<file path="config.mk">
export PLATFORM = sky130hd
export DESIGN_NAME = vga_timing_lbox
export DESIGN_NICKNAME = d
export VERILOG_FILES = /design/src/rtl/vga_timing_lbox.sv
export SDC_FILE = /design/constraint.sdc
export NUM_CORES = 1
export LEC_CHECK = 0
export BUFFER_PORTS_ARGS = -buffer_cell sky130_fd_sc_hd__buf_4
export CAP_MARGIN = 10
export CORE_MARGIN = 2
export CORE_UTILIZATION = 45
export DETAILED_ROUTE_END_ITERATION = 10
export PLACE_DENSITY = 0.76
export SLEW_MARGIN = 10
export SYNTH_ARGS = -nofsm -noshare
export SYNTH_HDL_FRONTEND = slang
export SYNTH_SLANG_ARGS = --single-unit
</file>
<file path="constraint.sdc">
create_clock -name i_clk -period 3.6 [get_ports i_clk]
set_input_delay 0.36 -clock i_clk [delete_from_list [all_inputs] [get_ports i_clk]]
set_output_delay 0.36 -clock i_clk [all_outputs]
set_load 0.01 [all_outputs]
</file>
<file path="src/rtl/vga_timing_lbox.sv">
// vga_timing_lbox: pixel timing and scan-address generator for a 640x360
// letterboxed window inside 640x480@60 Hz VGA timing (800x525 total).
//
// Ports:
//   i_clk        system clock
//   i_rst        synchronous active-high reset
//   i_pix_stb    one-cycle pixel strobe; all state advances only on it
//   o_hs, o_vs   active-low horizontal / vertical sync
//   o_x, o_y     pixel column / row inside the window
//   o_active     high while a window pixel is being drawn
//   o_addr       frame-buffer address of the current or next window pixel
//   o_line_end   high during the last pixel period of every line
//   o_frame_end  high during the last pixel period of the frame
module vga_timing_lbox #(
    parameter int unsigned H_ACTIVE   = 640,
    parameter int unsigned H_FP       = 16,
    parameter int unsigned H_SYNC     = 96,
    parameter int unsigned H_BP       = 48,
    parameter int unsigned V_ACTIVE   = 480,
    parameter int unsigned V_FP       = 10,
    parameter int unsigned V_SYNC     = 2,
    parameter int unsigned V_BP       = 33,
    parameter int unsigned WIN_START  = 60,
    parameter int unsigned WIN_LINES  = 360,
    parameter int unsigned ADDR_WIDTH = 18
) (
    input  logic                  i_clk,
    input  logic                  i_rst,
    input  logic                  i_pix_stb,
    output logic                  o_hs,
    output logic                  o_vs,
    output logic [9:0]            o_x,
    output logic [8:0]            o_y,
    output logic                  o_active,
    output logic [ADDR_WIDTH-1:0] o_addr,
    output logic                  o_line_end,
    output logic                  o_frame_end
);

    localparam int unsigned H_TOTAL  = H_ACTIVE + H_FP + H_SYNC + H_BP;
    localparam int unsigned V_TOTAL  = V_ACTIVE + V_FP + V_SYNC + V_BP;
    localparam int unsigned H_W      = $clog2(H_TOTAL);
    localparam int unsigned V_W      = $clog2(V_TOTAL);
    localparam int unsigned HS_FIRST = H_ACTIVE + H_FP;
    localparam int unsigned HS_LAST  = HS_FIRST + H_SYNC - 1;
    localparam int unsigned VS_FIRST = V_ACTIVE + V_FP;
    localparam int unsigned VS_LAST  = VS_FIRST + V_SYNC - 1;
    localparam int unsigned WIN_LAST = WIN_START + WIN_LINES - 1;

    logic [H_W-1:0]        r_h;
    logic [V_W-1:0]        r_v;
    logic [ADDR_WIDTH-1:0] r_addr;

    logic w_hact;
    logic w_win;
    logic w_active;
    logic w_line_end;
    logic w_frame_end;

    // Zero-latency decodes of the raster position.
    always_comb begin
        w_hact      = (r_h < H_W'(H_ACTIVE));
        w_win       = (r_v >= V_W'(WIN_START)) && (r_v <= V_W'(WIN_LAST));
        w_active    = w_win && w_hact;
        w_line_end  = (r_h == H_W'(H_TOTAL - 1));
        w_frame_end = w_line_end && (r_v == V_W'(V_TOTAL - 1));
    end

    // Output drive; row offset is truncated to the 9-bit row width.
    always_comb begin
        o_hs        = !((r_h >= H_W'(HS_FIRST)) && (r_h <= H_W'(HS_LAST)));
        o_vs        = !((r_v >= V_W'(VS_FIRST)) && (r_v <= V_W'(VS_LAST)));
        o_x         = w_hact ? 10'(r_h) : 10'd0;
        o_y         = w_win ? 9'(r_v - V_W'(WIN_START)) : 9'd0;
        o_active    = w_active;
        o_addr      = r_addr;
        o_line_end  = w_line_end;
        o_frame_end = w_frame_end;
    end

    // Raster counters and scan address; state moves only on a pixel strobe.
    // The address counts window pixels already drawn, so in blanking it
    // already points at the next window pixel.
    always_ff @(posedge i_clk) begin
        if (i_rst) begin
            r_h    <= '0;
            r_v    <= '0;
            r_addr <= '0;
        end else if (i_pix_stb) begin
            if (w_line_end) begin
                r_h <= '0;
                if (w_frame_end) begin
                    r_v <= '0;
                end else begin
                    r_v <= r_v + V_W'(1);
                end
            end else begin
                r_h <= r_h + H_W'(1);
            end

            if (w_frame_end) begin
                r_addr <= '0;
            end else if (w_active) begin
                r_addr <= r_addr + ADDR_WIDTH'(1);
            end
        end
    end

endmodule

</file>
==> summary.txt <==
Yosys
  – Synth Instances: around 280
  – Post-Syn Area: 2247 µm²
  – Yosys top cell area share: between 30% and 40%
  – Yosys warns: 0
  – Syn avg cell area: 7.940 µm²
  – Main synth FF type: dfxtp_1
  – Post-synthesis sequential area ratio: between 30% and 40%
  – Most common cell in the netlist: dfxtp_1
  – Leading post-synthesis cells by cell area: dfxtp_1, nor2_1, ha_1
  – Syn nets: 294
  – Post-synthesis async set-or-reset flop share: 0%
  – Seq cells post-synth: 38
  – Yosys cell types: 46
  – Top cells by count, synth: dfxtp_1, nor2_1, nand2_1
  – Post-synth EDFFs: 0
  – Largest area contributor in the netlist: dfxtp_1

GRT
  – Busiest grt layer: met2
  – Grt met2 use: 31.76%
  – Global route overflow: 0
  – Largest net degree at the start of global routing: 23
  – Met1 Track Usage GR: a little over a quarter
  – GRT Total Usage: 20.41%
  – Initial antenna violation count: 0
  – First-pass GRT wire length: roughly 8.9 mm
  – Vias in the first global route: roughly 1900
  – Grt met3 use: under 10%

Timing
  – Clock skew: about 0.0098 ns
  – Final TNS setup: 0 ns
  – Setup violators final: 0
  – Minimum clock period: approximately 2.6 ns
  – Hold slack final: 0.3565 ns
  – Final worst-path cycle share: a little under three quarters
  – Final WS setup: between 1 and 1.5 ns
  – Slew Viols, Final: 0
  – Fin. Hold Viols: 0
  – Fmax: between 300 and 400 MHz
  – Worst relative slew slack: approximately half
  – Worst-Margin Slew: around 0.75 ns
  – RSZ-0062 raised after global routing: false

Placed design
  – Pre-CTS setup slack: 1.362 ns
  – Port bufs: 44
  – HPWL after detailed placement: around 3.8 mm
  – Placed Instances: 380
  – GPL Wtd Cong: 0.8948

Job
  – Max Cap Viol: 0

Cells and area
  – Finished Layout Cells: between 300 and 400
  – Fraction of layout cells with a size suffix above 1: 18.44%
  – Fillers: just under 500
  – Area Growth Syn to Fin: 20.27%
  – Final net count: around 330
  – Final antenna diode count: 0

CTS
  – Post-CTS Hold Fix Bufs: 0
  – CTS tree: done
  – CTS root buf: clkbuf_8
  – Num CTS Buffers: 5
  – Worst skew pair latency: around 0.29 ns
  – Setup Buffers After CTS: 0
  – Clock Path Buffers: 2
  – Gates resized, CTS repair: 0
  – Clock slew at reported path FFs: 0.08 ns
  – H-tree depth: 2
  – CTS sink cnt: 38

Routing
  – Drt first pass iters: 6
  – DRC viols: 0
  – DRT Wirelength: ~5.5 mm
  – Detailed-route via count: ~2200
  – Final ANT Viol Nets: 0
  – Detailed Route Iter0 Violations: 203
  – WL/cell: between 10 and 15 µm
  – DR vias/cell: ~5.6

Pwr
  – Static Leak: approximately 1.1 nW
  – Peak VDD IR: between 0.1 and 0.15 mV
  – Pwr dens: a little over 300 nW/µm²
  – Power, Total: 0.0008386 W

Setup path
  – Critical path origin: r_v[3]
  – Critical path capture point type: output pin
  – RR Startpoint: r_v[3]
  – Startpoint Class: flip-flop
  – WS Path Type: flip-flop to output pin
  – Critical path peak fanout: 8
  – Worst EP arrival: 2.20 ns
  – Required @ worst endpoint: ~3.2 ns

Outcome
  – Status: completed

Floorplan
  – Row cnt: 25
  – Die Y: ~75 µm
  – Starting Density: between 40 and 50%
  – I/O pin total: 45
  – Die width: ~75 µm
  – Core area: 4755 µm²
  – Total die area: between 5000 and 6000 µm²

Hold path
  – Hold Crit Class: input port to flip-flop
  – Hold path start: i_rst
==> routing by layer <==
layer,wire [µm],part of all wire [%]
met2,2569,47
met5,0,0
met3,310,5.6
met1,2550,46
met4,73,1.3
==> through the flow <==
step	utilization [%]	area (µm²)
2_1_floorplan	-	2247
3_3_place_gp	54.47	2590
3_5_place_dp	54.47	2590
4_1_cts	56.84	2703
5_1_grt	56.84	2703
6_report	56.84	2703
==> final timing paths <==
path	endpoint	slack [ns]	cells after the start
max reg2reg	o_addr[10]	1.32	6
min	o_addr[13]	0.36	2
max	o_y[8]	1.04	6
min reg2reg	o_addr[15]	0.52	2
==> final cells by class <==
cell class              count  area (µm²)  area share (%)
flip-flops and latches     38       760.7           28.15
clock buffers               6       82.58           3.056
inverters                  10       37.54           1.389
repair buffers             45       337.8           12.50
multi-input cells         220        1370           50.69
clock inverters             1       30.03           1.111
well taps                  67       83.83           3.102
==> cell families (layout without fill, tap and decap cells) <==
logic type               after synthesis  after routing  synth area share, %
buffers and inverters                 25             62                5.178
AO/OA/AOI/OAI                         55             55                15.76
multiplexers                           3              3                1.336
XOR/XNOR                              18             18                7.016
adder cells (fa/ha/maj)                8              8                4.455
AND/OR/NAND/NOR                      136            136                32.41
flip-flops                            38             38                33.85
==> critical path: stages (launching register included) <==
cell     delay [ns]
dfxtp_1        0.44
ha_1           0.35
nand3_1        0.21
a21oi_2        0.32
nand2_1        0.26
a21oi_1        0.20
buf_4          0.14
==> cells in the final DEF, fill, tap and decap left out, types with 2 or more instances in the layout <==
cell / instances
ha_1: 8
nand3_1: 17
o31ai_1: 4
inv_1: 10
nand2b_1: 6
or3_1: 4
nor2b_1: 2
a21oi_1: 17
mux2i_1: 3
o211ai_1: 4
nor2_1: 32
a31oi_1: 4
clkbuf_8: 6
and2_1: 9
buf_4: 45
xor2_1: 10
a21oi_2: 2
nand4_1: 10
xnor2_1: 8
or4_1: 4
dfxtp_1: 38
o41ai_1: 2
and3_1: 9
nand2_1: 23
nor3_1: 8
o21ai_0: 12
nor4_1: 3
and4_1: 3
==> flip-flops by register name (all words and copies together) (netlist names) <==
signal	cells
r_h	10
o_addr	18
r_v	10
==> report_power, final <==
part | internal, W | total [W] | switching, W
Clock | 0.000222 | 0.000379 | 0.000158
Sequential | 0.000422 | 0.000426 | 0.00000377
Combinational | 0.0000119 | 0.0000331 | 0.0000211
Total | 0.000656 | 0.000839 | 0.000182
(Power assumes the default switching activity.)
